**src/rtl/vx_issue_sched_pkg.sv**
```systemverilog
// Shared execute-unit encodings and widths for the warp issue scheduler.
// Latency: n/a (constants only).
// Backpressure: n/a.
package vx_issue_sched_pkg;

  // Execute unit selected by a decoded instruction; the value doubles as the
  // bit index into the unit_ready vector.
  typedef enum logic [2:0] {
    EX_ALU = 3'd0,
    EX_LSU = 3'd1,
    EX_CSR = 3'd2,
    EX_FPU = 3'd3,
    EX_GPU = 3'd4
  } ex_type_e;

  // Number of execute units, i.e. width of unit_ready.
  localparam int EX_UNITS = int'(EX_GPU) + 1;

  // Width of the scheduler stall performance counter.
  localparam int PERF_W = 44;

endpackage

```
**src/rtl/vx_issue_sched_rr_picker.sv**
```systemverilog
// Round-robin picker: first set request bit scanning upward from ptr+1, modulo N.
// Latency: purely combinational.
// Backpressure: none; the caller qualifies the grant with its own slot state.
//
// Ports:
//   req     - request vector, one bit per requester
//   ptr     - index of the most recent winner (scan starts just above it)
//   gnt     - one-hot grant, zero when no request is set
//   gnt_idx - index of the granted requester (0 when none)
//   gnt_vld - at least one request was set
module vx_issue_sched_rr_picker #(
  parameter int N     = 4,
  parameter int IDX_W = 2
) (
  input  logic [N-1:0]     req,
  input  logic [IDX_W-1:0] ptr,
  output logic [N-1:0]     gnt,
  output logic [IDX_W-1:0] gnt_idx,
  output logic             gnt_vld
);

  // The scan visits ptr+1 .. ptr+N, so the previous winner is considered last.
  always_comb begin
    gnt     = '0;
    gnt_idx = '0;
    gnt_vld = 1'b0;
    for (int i = 1; i <= N; i++) begin
      if (!gnt_vld && req[IDX_W'((int'(ptr) + i) % N)]) begin
        gnt_vld = 1'b1;
        gnt_idx = IDX_W'((int'(ptr) + i) % N);
        gnt[IDX_W'((int'(ptr) + i) % N)] = 1'b1;
      end
    end
  end

endmodule

```
**src/rtl/vx_issue_sched.sv**
```systemverilog
// Warp issue scheduler: picks one eligible buffer head per cycle into a registered issue slot.
// Latency: 1 cycle from grant (req_ready strobe) to issue_valid.
// Backpressure: slot holds while issue_valid & !issue_ready; no grant is made until it frees.
//
// Ports:
//   clk, reset         - clock, synchronous active-high reset
//   req_valid          - per-warp: decoded instruction at buffer head
//   req_ex_type        - per-warp execute unit of the head, EX_BITS each, warp 0 in the LSBs
//   sb_ready           - per-warp: scoreboard reports no hazard
//   unit_ready         - per-unit: execute unit can accept (bit index = ex_type)
//   req_ready          - one-hot dequeue strobe to the granted warp (combinational)
//   issue_valid/wid/ex_type - registered issue slot
//   issue_ready        - downstream consumes the issue slot
//   perf_sched_stalls  - cycles with a request pending but no grant
module vx_issue_sched
  import vx_issue_sched_pkg::*;
#(
  parameter int NUM_WARPS    = 4,
  parameter int EX_BITS      = 3,
  parameter int STARVE_LIMIT = 15
) (
  input  logic                          clk,
  input  logic                          reset,
  input  logic [NUM_WARPS-1:0]          req_valid,
  input  logic [NUM_WARPS*EX_BITS-1:0]  req_ex_type,
  input  logic [NUM_WARPS-1:0]          sb_ready,
  input  logic [EX_UNITS-1:0]           unit_ready,
  output logic [NUM_WARPS-1:0]          req_ready,
  output logic                          issue_valid,
  output logic [$clog2(NUM_WARPS)-1:0]  issue_wid,
  output logic [EX_BITS-1:0]            issue_ex_type,
  input  logic                          issue_ready,
  output logic [PERF_W-1:0]             perf_sched_stalls
);

  localparam int WID_W = $clog2(NUM_WARPS);
  localparam int AGE_W = $clog2(STARVE_LIMIT + 1);

  logic [WID_W-1:0]     rr_ptr;
  logic [AGE_W-1:0]     age [NUM_WARPS];

  logic [NUM_WARPS-1:0] eligible;
  logic [NUM_WARPS-1:0] starved;
  logic [NUM_WARPS-1:0] starve_oh;
  logic [NUM_WARPS-1:0] rr_gnt;
  logic [NUM_WARPS-1:0] gnt_oh;
  logic [WID_W-1:0]     starve_idx;
  logic [WID_W-1:0]     rr_idx;
  logic [WID_W-1:0]     gnt_wid;
  logic [EX_BITS-1:0]   gnt_ex;
  logic                 starve_vld;
  logic                 rr_vld;
  logic                 slot_free;
  logic                 grant;

  // Eligibility: matching the head's ex_type against each real unit index
  // means an out-of-range ex_type simply never finds a ready unit.
  always_comb begin
    eligible = '0;
    starved  = '0;
    for (int w = 0; w < NUM_WARPS; w++) begin
      for (int u = 0; u < EX_UNITS; u++) begin
        if (req_valid[w] && sb_ready[w] && unit_ready[u] &&
            (32'(req_ex_type[w*EX_BITS +: EX_BITS]) == u)) begin
          eligible[w] = 1'b1;
        end
      end
      starved[w] = eligible[w] && (32'(age[w]) == STARVE_LIMIT);
    end
  end

  // Lowest-index starved warp: scan downward so the last hit wins.
  always_comb begin
    starve_vld = 1'b0;
    starve_idx = '0;
    starve_oh  = '0;
    for (int w = NUM_WARPS - 1; w >= 0; w--) begin
      if (starved[w]) begin
        starve_vld = 1'b1;
        starve_idx = WID_W'(w);
        starve_oh  = '0;
        starve_oh[w] = 1'b1;
      end
    end
  end

  vx_issue_sched_rr_picker #(
    .N     (NUM_WARPS),
    .IDX_W (WID_W)
  ) u_rr_picker (
    .req     (eligible),
    .ptr     (rr_ptr),
    .gnt     (rr_gnt),
    .gnt_idx (rr_idx),
    .gnt_vld (rr_vld)
  );

  assign slot_free = !issue_valid || issue_ready;
  // A starved warp is always eligible, so rr_vld covers both grant sources.
  assign grant     = slot_free && rr_vld && !reset;
  assign gnt_wid   = starve_vld ? starve_idx : rr_idx;
  assign gnt_oh    = grant ? (starve_vld ? starve_oh : rr_gnt) : '0;
  assign req_ready = gnt_oh;

  always_comb begin
    gnt_ex = '0;
    for (int w = 0; w < NUM_WARPS; w++) begin
      if (WID_W'(w) == gnt_wid) begin
        gnt_ex = req_ex_type[w*EX_BITS +: EX_BITS];
      end
    end
  end

  always_ff @(posedge clk) begin
    if (reset) begin
      issue_valid       <= 1'b0;
      issue_wid         <= '0;
      issue_ex_type     <= '0;
      rr_ptr            <= WID_W'(NUM_WARPS - 1);
      perf_sched_stalls <= '0;
      for (int w = 0; w < NUM_WARPS; w++) begin
        age[w] <= '0;
      end
    end else begin
      if (grant) begin
        issue_valid   <= 1'b1;
        issue_wid     <= gnt_wid;
        issue_ex_type <= gnt_ex;
        rr_ptr        <= gnt_wid;
      end else if (issue_ready) begin
        issue_valid   <= 1'b0;
      end

      if ((|req_valid) && !grant) begin
        perf_sched_stalls <= perf_sched_stalls + PERF_W'(1);
      end

      // Age counts consecutive eligible-but-passed-over cycles, saturating.
      for (int w = 0; w < NUM_WARPS; w++) begin
        if (gnt_oh[w] || !eligible[w]) begin
          age[w] <= '0;
        end else if (32'(age[w]) != STARVE_LIMIT) begin
          age[w] <= age[w] + AGE_W'(1);
        end
      end
    end
  end

`ifndef SYNTHESIS
  a_req_ready_onehot0 : assert property (@(posedge clk) $onehot0(req_ready));
  a_grant_ex_in_range : assert property (@(posedge clk) disable iff (reset)
                                         grant |-> (32'(gnt_ex) < EX_UNITS));
`endif

endmodule
```
**config.mk**
```make
export PLATFORM = sky130hd
export DESIGN_NAME = vx_issue_sched
export DESIGN_NICKNAME = d
export VERILOG_FILES = /design/src/rtl/vx_issue_sched_pkg.sv /design/src/rtl/vx_issue_sched_rr_picker.sv /design/src/rtl/vx_issue_sched.sv
export SDC_FILE = /design/constraint.sdc
export NUM_CORES = 1
export LEC_CHECK = 0
export BUFFER_PORTS_ARGS = -buffer_cell sky130_fd_sc_hd__buf_2
export CORE_MARGIN = 2
export CORE_UTILIZATION = 30
export DETAILED_ROUTE_END_ITERATION = 8
export PLACE_DENSITY_LB_ADDON = 0.3
export SLEW_MARGIN = 20
export SYNTH_ARGS = -nofsm -noshare
export SYNTH_HDL_FRONTEND = slang
export SYNTH_SLANG_ARGS = --single-unit
```
**constraint.sdc**
```tcl
create_clock -name clk -period 3.8 [get_ports clk]
set_clock_uncertainty 0.1 [all_clocks]
set_input_delay 0.38 -clock clk [delete_from_list [all_inputs] [get_ports clk]]
set_output_delay 0.38 -clock clk [all_outputs]
set_load 0.01 [all_outputs]
```
Word-level counts from Yosys, hierarchy flattened
Memory sizes are Yosys's and may differ from the RTL's.
Index checks and enable logic that the tools add are counted.
W data, S select, Z words.
- $add $sub $neg: 9
- $lt $le $gt $ge: 8
- eq/ne operators: 27
- mux-type cells: 111
- bitwise logic cells: 11
- reduce and logical (&&, ||, !) cells: 80
- operator list (cell ; count):
    $mux W1 ; 72
    $mux W4 ; 18
    $logic_and A1 B1 Y1 ; 58
    $add A44 B1 Y44 const B ; 1
    $eq A3 B2 Y1 const B ; 8
    $mux W2 ; 9
    $add A4 B1 Y4 const B ; 4
    $eq A4 B4 Y1 const B ; 4
    $lt A2 B4 Y1 const B ; 4
    $ne A4 B4 Y1 const B ; 4
    $eq A3 B1 Y1 const B ; 4
    $eq A3 B3 Y1 const B ; 4
    $logic_not A3 Y1 ; 4
    $mux W3 ; 4
    $or A4 B4 Y4 ; 3
    $logic_not A1 Y1 ; 10
    $bmux W1 S2 ; 4
    $demux W1 S2 ; 4
    $ge A2 B1 Y1 const B ; 4
    $or A1 B1 Y1 ; 8
    $logic_or A1 B1 Y1 ; 5
    $add A2 B1 Y2 const B ; 2
    $add A2 B2 Y2 const B ; 2
    $eq A2 B2 Y1 const A ; 2
    other kinds (4) ; 4
- flip-flop bits (word level): 52
- RAM bits: 16
- bits of input ports: 28
- output and inout bits: 54
- logic and storage cells: 252
- memories: 1
- memories (name ; words ; bits a word ; read ports ; clocked after Yosys merged registers in ; wr ports ; line ; RTL):
    age ; 4 ; 4 ; 4 ; 0 ; 4 ; vx_issue_sched.sv:40 ; logic [AGE_W-1:0] age [NUM_WARPS];

Depth between registers and ports, before layout
Gate-level depths: netlist of run 1.
- word-level depth: 30
- mapped depth: 11
- depth with buffers taken out: 10

Cells and area by module
From an unflattened synthesis of run 1, not the netlist that was laid out.
- cell total of the unflattened synthesis: 468
- area total of the unflattened synthesis: 4105.2 um^2
- by module, submodules not included (module ; times used ; cells an instance ; area an instance (um^2)):
    vx_issue_sched ; 1 ; 418 ; 3619.7
    vx_issue_sched_rr_picker ; 1 ; 50 ; 485.5

Worst setup path after synthesis of run 1
OpenSTA, ideal clock, no wires.
- path type: register to register
- start point: register rr_ptr[0]
- end point: register perf_sched_stalls[37]
- setup time: 0.070 ns
- data arrival time: 3.262 ns
- data required time: 3.630 ns
- setup slack: 0.368 ns
- cell stages (with the launch flop): 12
- clock period less this slack: 3.432 ns
- cell sequence: dfxtp_1 -> clkinv_1 -> ha_1 -> clkbuf_1 -> nand4_1 -> nand4_1 -> nor3_4 -> a21boi_2 -> or4_4 -> buf_6 -> or3_1 -> a21oi_1
- cells in the longest elaborated chain, start to end: 18
- elaborated cells between the ends (all ways): 30
- classes of those cells: add/sub (4); mux (16); reduce/logical (10)
- ends and longest elaborated chain (element ; line ; RTL):
    start, declared ; vx_issue_sched.sv:39 ; logic [WID_W-1:0] rr_ptr;
    start signal, assigned ; vx_issue_sched.sv:119 ; rr_ptr <= WID_W'(NUM_WARPS - 1);
    start signal, assigned ; vx_issue_sched.sv:129 ; rr_ptr <= gnt_wid;
    $add A2 B1 Y2 ; vx_issue_sched_rr_picker.sv:28 ; if (!gnt_vld && req[IDX_W'((int'(ptr) + i) % N)]) begin
    $bmux W1 S2 ; vx_issue_sched_rr_picker.sv:28 ;
    $mux W1 (implied by the code) (2 in series) ; vx_issue_sched_rr_picker.sv:28 ;
    $mux W1 ; vx_issue_sched_rr_picker.sv:28 ;
    $logic_not A1 Y1 ; vx_issue_sched_rr_picker.sv:28 ;
    $logic_and A1 B1 Y1 ; vx_issue_sched_rr_picker.sv:28 ;
    $mux W1 ; vx_issue_sched_rr_picker.sv:28 ;
    $logic_not A1 Y1 ; vx_issue_sched_rr_picker.sv:28 ;
    $logic_and A1 B1 Y1 ; vx_issue_sched_rr_picker.sv:28 ;
    $mux W1 ; vx_issue_sched_rr_picker.sv:28 ;
    $logic_not A1 Y1 ; vx_issue_sched_rr_picker.sv:28 ;
    $logic_and A1 B1 Y1 ; vx_issue_sched_rr_picker.sv:28 ;
    $mux W1 (*) ; vx_issue_sched_rr_picker.sv:28 ;
    $logic_and A1 B1 Y1 (*) (2 in series) ; vx_issue_sched.sv:100 ; assign grant = slot_free && rr_vld && !reset;
    $logic_not A1 Y1 (*) ; vx_issue_sched.sv:134 ; if ((|req_valid) && !grant) begin
    $logic_and A1 B1 Y1 (*) ; vx_issue_sched.sv:134 ;
    end signal, assigned ; vx_issue_sched.sv:135 ; perf_sched_stalls <= perf_sched_stalls + PERF_W'(1);
    end, declared ; vx_issue_sched.sv:33 ; output logic [PERF_W-1:0] perf_sched_stalls
Mark *: on every way between the ends. The rest lies on a longest branch, timed or not. The select of a mux whose other input is x is not followed.
A chain may end at the register's enable or synchronous reset.

Final worst setup path of run 1
- start point: input req_ex_type[3]
- end point: output req_ready[1]
- cells in the longest elaborated chain, start to end: 23
- elaborated cells between the ends (all ways): 53
- classes of those cells: eq/ne (4); mux (31); bitwise (3); reduce/logical (15)
- ends and longest elaborated chain (element ; line ; RTL):
    start, declared ; vx_issue_sched.sv:25 ; input logic [NUM_WARPS*EX_BITS-1:0] req_ex_type,
    $logic_not A3 Y1 ; vx_issue_sched.sv:64 ; (32'(req_ex_type[w*EX_BITS +: EX_BITS]) == u)) begin
    $logic_and A1 B1 Y1 ; vx_issue_sched.sv:63 ; if (req_valid[w] && sb_ready[w] && unit_ready[u] &&
    $mux W1 (4 in series) ; vx_issue_sched.sv:63 ;
    $mux W1 (*) ; vx_issue_sched.sv:63 ;
    $bmux W1 S2 ; vx_issue_sched_rr_picker.sv:28 ;
    $mux W1 (implied by the code) (2 in series) ; vx_issue_sched_rr_picker.sv:28 ;
    $mux W1 ; vx_issue_sched_rr_picker.sv:28 ;
    $logic_not A1 Y1 ; vx_issue_sched_rr_picker.sv:28 ;
    [... 2 more ...] ; -- ;
    $logic_not A1 Y1 ; vx_issue_sched_rr_picker.sv:28 ;
    $logic_and A1 B1 Y1 ; vx_issue_sched_rr_picker.sv:28 ;
    $mux W1 ; vx_issue_sched_rr_picker.sv:28 ;
    $logic_not A1 Y1 ; vx_issue_sched_rr_picker.sv:28 ;
    $logic_and A1 B1 Y1 ; vx_issue_sched_rr_picker.sv:28 ;
    $mux W1 ; vx_issue_sched_rr_picker.sv:28 ;
    $logic_and A1 B1 Y1 (2 in series) ; vx_issue_sched.sv:100 ;
    $mux W4 (*) ; vx_issue_sched.sv:102 ; assign gnt_oh = grant ? (starve_vld ? starve_oh : rr_gnt) : '0;
    end, declared ; vx_issue_sched.sv:28 ; output logic [NUM_WARPS-1:0] req_ready,
Marked as above.

==> flow_summary.toml, run 1 <==
[critical_path]
startpoint = "req_ex_type[3]"
worst_ep_arrival_time_ns = 3.14
worstSetupEndpoint = "req_ready[1]"
start_kind = "input port"
timing.rr.start = "rr_ptr[0]"
reg2reg_depth = 11
rrSetupSlack_ns = 0.49
crit_type = "input port to primary output"
crit_fanout = 6
cp_data_required_time_ns = 3.32
r2r-end = "perf_sched_stalls[25]"
worst_setup_path_end_kind = "primary output"

[cts]
cts_tree = "built"
cts.sinks = 68
cts_buffers = 9
clockBufferDepth = 2
insertion_delay_ns = 0.34
cts_root_buf = "clkbuf_16"
cts_htree_levels = 3
clkTransAtPathRegs_ns = 0.05

[final_layout]
multiInputGateArea_sq_um = 2570
fill_cells = 1423
area_growth_syn_to_layout_pct = 23.1
fin_cells = 772
drive_gt1_share_pct = 22.1
final_util_pct = 37.7
fin_nets = 629
antenna_cells = 0
seqCellArea_sq_um = 1520

[yosys]
avgSynthCellArea_sq_um = 8.48
synthArstFlopShare_pct = 0
yosys_most_used_dff = "dfxtp_1"
synthCells = 499
ys_warn_count = 0
yosys_register_bits = 68
ys_types = 61
synth-edff-count = 16
syn_nets = 540
synth_area_sq_um = 4230
yosysSeqAreaShare_pct = 35.9

[pwr]
p_leak_nw = 2.13
ir_drop_v = 0.000287
powerDensity_nw_per_um2 = 463
power_mw = 2.41

[sta]
final_hold_viol_count = 0
final.period_utilization_pct = 95.3
tightestPinTransition_ns = 0.828
slew-limit-headroom_pct = 44.2
max_freq_mhz = 276
rsz0062_at_grt = "false"
setup_tns_ns = 0
drv_slew = 0
period_minus_slack_ns = 3.62
finalSetupViolations = 0

[route]
drt_iter0_markers = 209
wl_mm = 12.1
first_pass_iters = 4
ant_nets = 0
avgViaCountPerCell = 5.43
drc = 0
wire_per_inst_microns = 15.6
vias = 4193

[grt]
grt_first_pass_wirelength_mm = 19.7
grt_pass1_vias = 3945
grt_usage_pct = 16.5
antenna_found_initial = 0
overflow = 0
grt_max_degree = 63

[flow_run]
maxCapViolCount = 0

[place]
gp_congestion = 0.900
portBuffers = 81
dp_hpwl_mm = 8.85
dpl.cell_count = 755

[min_path]
hp-class = "input port to register"

[die]
row_count = 43
core_area_sq_um = 13800
pin_count = 82
die_h_microns = 123
design.die.area_sq_um = 15100
dieWidth_microns = 123
start_util_pct = 30.6

[status]
status = "complete, no violations"
## cell usage after synthesis, types with 12 or more instances
| cell | instances | area (sq um) |
|---|---|---|
| inv_1 | 12 | 45.0 |
| nand2_1 | 40 | 150 |
| nor2_1 | 49 | 184 |
| and3_1 | 15 | 93.8 |
| dfxtp_1 | 52 | 1040 |
| xnor2_1 | 29 | 254 |
| nor3_1 | 17 | 85.1 |
| nand3_1 | 33 | 165 |
| or3_1 | 12 | 75.1 |
| o21ai_0 | 19 | 95.1 |
| nand4_1 | 19 | 119 |
| edfxtp_1 | 16 | 480 |
| ha_1 | 13 | 163 |
| clkbuf_1 | 21 | 78.8 |
| nor4_1 | 14 | 87.6 |
| a21oi_1 | 28 | 140 |
## cells in the final DEF, fill, tap and decap left out, types with 3 or more instances in the layout
cell type and instances:
a21oi_1 28, a31oi_1 6, and2_1 9, and3_1 15, and4_1 3, buf_2 81, buf_4 20, clkbuf_16 10
dfxtp_1 52, edfxtp_1 16, ha_1 13, inv_1 12, mux2i_1 6, mux4_2 5, nand2_1 40, nand2b_1 9
nand3_1 33, nand4_1 19, nor2_1 49, nor2b_1 3, nor3_1 17, nor3b_1 3, nor4_1 13, o211ai_1 7
o21ai_0 18, o221ai_1 3, o31ai_1 3, or3_1 12, or4_1 3, xnor2_1 29, xor2_1 7
## repair_timing
item | 4_1_cts | 5_1_grt
setup buffers | 0 | 2
pin swaps | 1 | 1
resized for setup | 0 | 3
hold buffers | 0 | 0
setup endpoints to repair | 1 | 2
cloned | 0 | 0
## registers in the layout, summed over array words and instances (netlist names)
register           flops
issue_valid            1
perf_sched_stalls     44
issue_wid              2
rr_ptr                 2
age                   16
issue_ex_type          3
## cells by family (layout without fill, tap and decap cells)
group	count (synthesis)	count (layout)	share of synthesized area [%]
AO/OA/AOI/OAI	91	91	14.3
XOR/XNOR	36	36	7.45
adder cells (fa/ha/maj)	13	13	3.84
buffers and inverters	37	130	3.49
flip-flops	68	68	35.9
multiplexers	13	13	4.70
AND/OR/NAND/NOR	241	241	30.2
## worst min path at each step
stage,depth (start not counted),end,slack (ns),from
6_report,3,issue_valid,0.36,issue_ready
5_1_grt,2,issue_wid[0],0.39,issue_wid[0]
4_1_cts,3,issue_valid,0.34,issue_ready
3_5_place_dp,2,issue_wid[0],0.37,issue_wid[0]
3_3_place_gp,2,issue_wid[0],0.37,issue_wid[0]
2_1_floorplan,2,issue_wid[0],0.38,issue_wid[0]
## power by group
group	total, mW	internal [mW]	switching [mW]
clock	0.805	0.495	0.310
combinational	0.789	0.308	0.481
sequential	0.818	0.783	0.0344
## worst max-delay path: stages
cell and delay (ns):
buf_2 0.12, mux2_4 0.31, o311a_4 0.32, o21a_1 0.14
mux4_2 0.56, or3_1 0.45, o311ai_0 0.40, o2111a_1 0.30
buf_2 0.16
## per-stage QoR
| step | hold WS, ns | cell area, sq um | setup slack [ns] |
|---|---|---|---|
| 3_3_place_gp | 0.367 | 4910 | 0.185 |
| 4_1_cts | 0.343 | 5190 | 0.00183 |
| 5_1_grt | 0.387 | 5210 | 0.0369 |
| 3_5_place_dp | 0.365 | 4910 | 0.139 |
| 2_1_floorplan | 0.381 | 4230 | 0.368 |
| 6_report | 0.356 | 5210 | 0.178 |
## layout make-up
| class | instances | area share, % |
|---|---|---|
| multi-input combinational | 394 | 49.3 |
| inverter | 14 | 1.01 |
| sequential | 68 | 29.2 |
| tap | 180 | 4.32 |
| timing repair buffer | 101 | 10.7 |
| clock buffer | 12 | 5.14 |
| clock inverter | 3 | 0.336 |
## layer usage
layer  share of wire [%]  track usage (%)
met3                 6.4             4.83
met2                  46             25.9
met5                   0                0
met4                 1.9             5.17
met1                  45             21.9
Note: power is estimated with default switching activity, not from simulation.
==> run 2: changes to the inputs <==
Settings changed: CTS_CLUSTER_SIZE set to 40, SYNTH_HIERARCHICAL set to 1.
==> run 2 against run 1 <==
Setup slack worse by 0.069 ns. Largest cell class unchanged. Maximum frequency is 1.9% lower. Wire length fell by 3.3%. Via count is 4.8% lower. Synthesized cell count fell by 6.2%. Combinational power is 18% lower. Count of clock-buffer cells in the layout decreased by 3. Critical path depth up 6.
==> flow_summary.toml, run 2 <==
[grt]
overflow = 0
grt_usage_pct = 15.9
grt_pass1_vias = 3737
grt_max_degree = 53
grt_first_pass_wirelength_mm = 18.3
antenna_found_initial = 0

[sta]
finalSetupViolations = 0
final_hold_viol_count = 0
period_minus_slack_ns = 3.69
final.period_utilization_pct = 97.1
max_freq_mhz = 271
slew-limit-headroom_pct = 50.2
tightestPinTransition_ns = 0.740
whs_ns = 0.351
rsz0062_at_grt = "false"
drv_slew = 0

[critical_path]
rrSetupSlack_ns = 0.31
r2r-end = "perf_sched_stalls[42]"
reg2reg_depth = 10
crit_fanout = 5
crit_type = "input port to primary output"
worst_setup_path_end_kind = "primary output"
worst_ep_arrival_time_ns = 3.21
start_kind = "input port"
timing.rr.start = "rr_ptr[0]"
cp_data_required_time_ns = 3.32

[yosys]
synth_area_sq_um = 4110
synthArstFlopShare_pct = 0
yosysSeqAreaShare_pct = 37.1
synth_top_area_share_pct = 25.4
synth-edff-count = 16
yosys_register_bits = 68
syn_nets = 509
synth_top_cell_by_area = "dfxtp_1"
avgSynthCellArea_sq_um = 8.77
yosys_most_used_dff = "dfxtp_1"
synthCells = 468
synthTopCellsByArea = "dfxtp_1 25%, edfxtp_1 12%, xnor2_1 6.2%"
yosys.cell_count.top_type = "nor2_1"
ys_warn_count = 6
ys_types = 62
synth_common_cells = "65 x nor2_1, 52 x dfxtp_1, 32 x nand2_1, 29 x xnor2_1, 23 x a21oi_1"

[route]
vias = 3993
ant_nets = 0
wire_per_inst_microns = 15.3
avgViaCountPerCell = 5.23
drt_iter0_markers = 256
first_pass_iters = 4
wl_mm = 11.7
drc = 0

[cts]
cts_buffers = 9
cts.sinks = 68
post_cts.repair.setup_buffers = 0
clockBufferDepth = 2
cts_htree_levels = 3
cts_tree = "built"
hold_buffers = 0
clkTransAtPathRegs_ns = 0.06
cts_root_buf = "clkbuf_16"
insertion_delay_ns = 0.34

[final_layout]
largest_reg_flops = 44
reg.largest.list = "perf_sched_stalls (44), age (16), issue_ex_type (3)"
fin_cells = 764
antenna_cells = 0
area_growth_syn_to_layout_pct = 29.2
fin_nets = 624
layout_commonest_cell = "buf_2"
regMostFlops = "perf_sched_stalls"
final_util_pct = 39.9
drive_gt1_share_pct = 28.6
layout_common_cells = "81 x buf_2, 65 x nor2_1, 52 x dfxtp_1, 39 x buf_4, 30 x nand2_1"

[place]
portBuffers = 81
gp_congestion = 0.868
dpl.cell_count = 748
dp_hpwl_mm = 8.63

[die]
core_area_sq_um = 13300
start_util_pct = 30.9
die_h_microns = 121
dieWidth_microns = 121
pin_count = 82
row_count = 42
design.die.area_sq_um = 14600

[min_path]
hold_end = "issue_ex_type[1]"
min_from = "req_ex_type[7]"
hold_depth = 3
hp-class = "input port to register"

[pwr]
ir_drop_v = 0.000192
powerDensity_nw_per_um2 = 437
p_leak_nw = 2.15

[status]
status = "complete, no violations"

[flow_run]
maxCapViolCount = 0
run 2: cell families (layout without fill, tap and decap cells):
group	Yosys count	count (layout)	synth area share [%]
buffers and inverters	36	156	3.57
XOR/XNOR	38	38	8.11
flip-flops	68	68	37.1
AO/OA/AOI/OAI	81	81	13.4
multiplexers	15	15	5.85
adder cells (fa/ha/maj)	13	13	3.96
AND/OR/NAND/NOR	217	217	28.0
run 2: area by class of cell:
cell class | instances | area [sq um]
timing repair buffer | 121 | 709
sequential | 68 | 1520
clock inverter | 7 | 82.6
multi-input combinational | 364 | 2470
fill | 1327 | 7990
clock buffer | 9 | 225
tap | 176 | 220
inverter | 19 | 71.3
run 2: per-stage QoR:
stage               instance area (sq um)  power [mW]  setup WS, ns  setup TNS [ns]
global placement                     4980        1.44        -0.100          -0.123
detailed placement                   4980        1.45        -0.136          -0.349
global route                         5310        2.44       0.00264               0
floorplan                            4130        1.20       0.00137               0
CTS                                  5290        2.33        0.0946               0
finish                               5310        2.32         0.109               0
run 2: worst max path at each step:
stage | endpoint | start | slack (ns)
final | req_ready[0] | req_ex_type[10] | 0.11
after CTS | req_ready[1] | rr_ptr[0] | 0.09
after global placement | perf_sched_stalls[42] | req_ex_type[10] | -0.1
after global routing | req_ready[2] | req_ex_type[10] | 0.003
after floorplan | perf_sched_stalls[42] | req_ex_type[10] | 0.001
after detailed placement | perf_sched_stalls[42] | req_ex_type[10] | -0.14
run 2: critical path, cell delays in order:
cell	delay (ns)
buf_2	0.11
mux2_2	0.33
a221o_1	0.35
nand3_1	0.10
inv_2	0.07
mux4_2	0.50
buf_4	0.18
nor2b_4	0.12
buf_4	0.13
a22oi_1	0.06
nor2_1	0.11
a221o_2	0.13
a41oi_2	0.09
nor3_1	0.34
buf_2	0.21
run 2: what timing repair did:
| action | in CTS | in global routing |
|---|---|---|
| endpoints found under the hold margin | 0 | 0 |
| setup endpoints to repair | 0 | 6 |
| resized for setup | 0 | 5 |
run 2: layer usage:
metal | up-vias | share of wire [%] | global-route usage [%]
li1 | 1960 | - | -
met1 | 1865 | 43 | 19.3
met2 | 140 | 47 | 26.6
met3 | 28 | 7.4 | 3.81
met4 | 0 | 3.1 | 7.34
met5 | - | 0 | 0
run 2: power breakdown:
group / internal, mW / switching, mW
Clock: 0.520 / 0.350
Combinational: 0.297 / 0.350
Sequential: 0.775 / 0.0290
==> run 3: changes to the inputs <==
Settings changed: PLACE_DENSITY_LB_ADDON 0.3 to 0.12, SETUP_SLACK_MARGIN set to 0.02.
==> run 3 against run 2 <==
Global-route usage grew 0.27 points. Final area about the same. Non-clock buffer count rose by 4. Largest cell class unchanged. Combinational power fell by 3%. Core utilization is essentially flat. Worst hold slack got worse by 0.0087 ns.
==> flow_summary.toml, run 3 (synthesized netlist as in run 2, its figures left out) <==
[critical_path]
crit_path_top_delay_cell = "mux4_2"
crit_buf_inv = 5
worst_ep_arrival_time_ns = 3.19
path_cells = "buf_2 -> mux2_2 -> a221o_1 -> nand3_1 -> inv_2 -> mux4_2 -> buf_4 -> nor2b_4 -> buf_4 -> a22oi_1 -> nor2_1 -> a221o_2 -> a41oi_2 -> nor3_1 -> buf_2"
slowest_delay_ns = 0.50
path_delay_family = "multiplexers"
worst_setup_path_end_kind = "primary output"
start_kind = "input port"
crit_fanout = 5
cp_data_required_time_ns = 3.32
path_depth = 15
crit_type = "input port to primary output"
reg2reg_depth = 10

[route]
avgViaCountPerCell = 5.09
drt_iter0_markers = 180
ant_nets = 0
wire_per_inst_microns = 15.1
wl_mm = 11.6
drc = 0
vias = 3909
first_pass_iters = 4

[final_layout]
fin_cells = 768
fill_cells = 1366
reg.largest.list = "perf_sched_stalls (44), age (16), issue_ex_type (3)"
fin_nets = 628
antenna_cells = 0
largest_reg_flops = 44
drive_gt1_share_pct = 28.9
layout_commonest_cell = "buf_2"
area_growth_syn_to_layout_pct = 29.1
regMostFlops = "perf_sched_stalls"
layout_common_cells = "81 x buf_2, 65 x nor2_1, 52 x dfxtp_1, 44 x buf_4, 30 x nand2_1"
final_util_pct = 39.9

[cts]
insertion_delay_ns = 0.33
cts_buffers = 9
cts_htree_levels = 3
cts_tree = "built"
clkTransAtPathRegs_ns = 0.06
cts_root_buf = "clkbuf_16"
clockBufferDepth = 2
cts.sinks = 68

[grt]
grt_max_degree = 39
grt_usage_pct = 16.2
antenna_found_initial = 0
overflow = 0
grt_first_pass_wirelength_mm = 18.7
grt_pass1_vias = 3739

[pwr]
ir_drop_v = 0.000178
p_leak_nw = 2.16
powerDensity_nw_per_um2 = 416

[sta]
drv_slew = 0
rsz0062_at_grt = "false"
final_hold_viol_count = 0
period_minus_slack_ns = 3.67
whs_ns = 0.342
finalSetupViolations = 0
slew-limit-headroom_pct = 46.4
max_freq_mhz = 272
setup_tns_ns = 0
final.period_utilization_pct = 96.7
tightestPinTransition_ns = 0.796

[die]
die_h_microns = 121
pin_count = 82
design.die.area_sq_um = 14600
start_util_pct = 30.9
row_count = 42
dieWidth_microns = 121
core_area_sq_um = 13300

[flow_run]
maxCapViolCount = 0

[min_path]
hold_depth = 3
hp-class = "input port to register"

[place]
dpl.cell_count = 751
portBuffers = 81
gp_congestion = 0.868
dp_hpwl_mm = 8.62

[status]
status = "complete, no violations"
run 3: cell count changes in the layout (fill, tap and decap cells not counted), sizes merged:
cell and change:
bufinv -1, buf +4, clkbuf +3, inv -2
run 3: cell type report:
cell class,count,area [sq um],area share (%)
clock buffers,12,246,4.65
well taps,176,220,4.15
multi-input cells,364,2480,46.8
clock inverters,4,22.5,0.425
inverters,19,71.3,1.35
flip-flops and latches,68,1520,28.7
repair buffers,125,736,13.9
run 3: power by group:
part / switching [mW] / internal (mW) / leakage (nW)
registers: 0.0282 / 0.775 / 0.617
clock network: 0.311 / 0.458 / 0.137
logic: 0.337 / 0.293 / 1.40
run 3: worst paths after layout:
path / start / slack, ns / to
max: req_ex_type[10] / 0.13 / req_ready[0]
min reg2reg: issue_wid[1] / 0.37 / issue_wid[1]
min: req_ex_type[7] / 0.34 / issue_ex_type[1]
max reg2reg: rr_ptr[1] / 0.33 / issue_ex_type[0]
run 3: worst min-delay path: stages:
cell,delay [ns]
buf_2,0.12
a31o_2,0.14
o31a_1,0.10
run 3: what timing repair did:
action / in CTS / in global routing
buffers inserted: 0 / 1
setup endpoints to repair: 0 / 2
gates resized for setup: 0 / 4
hold buffers: 0 / 0
run 3: through the flow:
step                      power, mW  worst slack [ns]  instance area (sq um)
after floorplan                1.20            0.0171                   4140
after global placement         1.44           -0.0633                   5010
after detailed placement       1.44            -0.108                   5010
after CTS                      2.23            0.0926                   5280
after global routing           2.34            0.0223                   5300
final                          2.20             0.127                   5300
run 3: metal layers:
layer  vias up  global-route usage, %  part of all wire [%]  wire length, microns
met1      1830                   21.4                    48                  5540
met2        97                   25.1                    45                  5190
met5         -                      0                     0                     0
met3        19                   3.95                   5.3                   611
met4         0                   6.98                   2.3                   269
li1       1963                      -                     -                     -
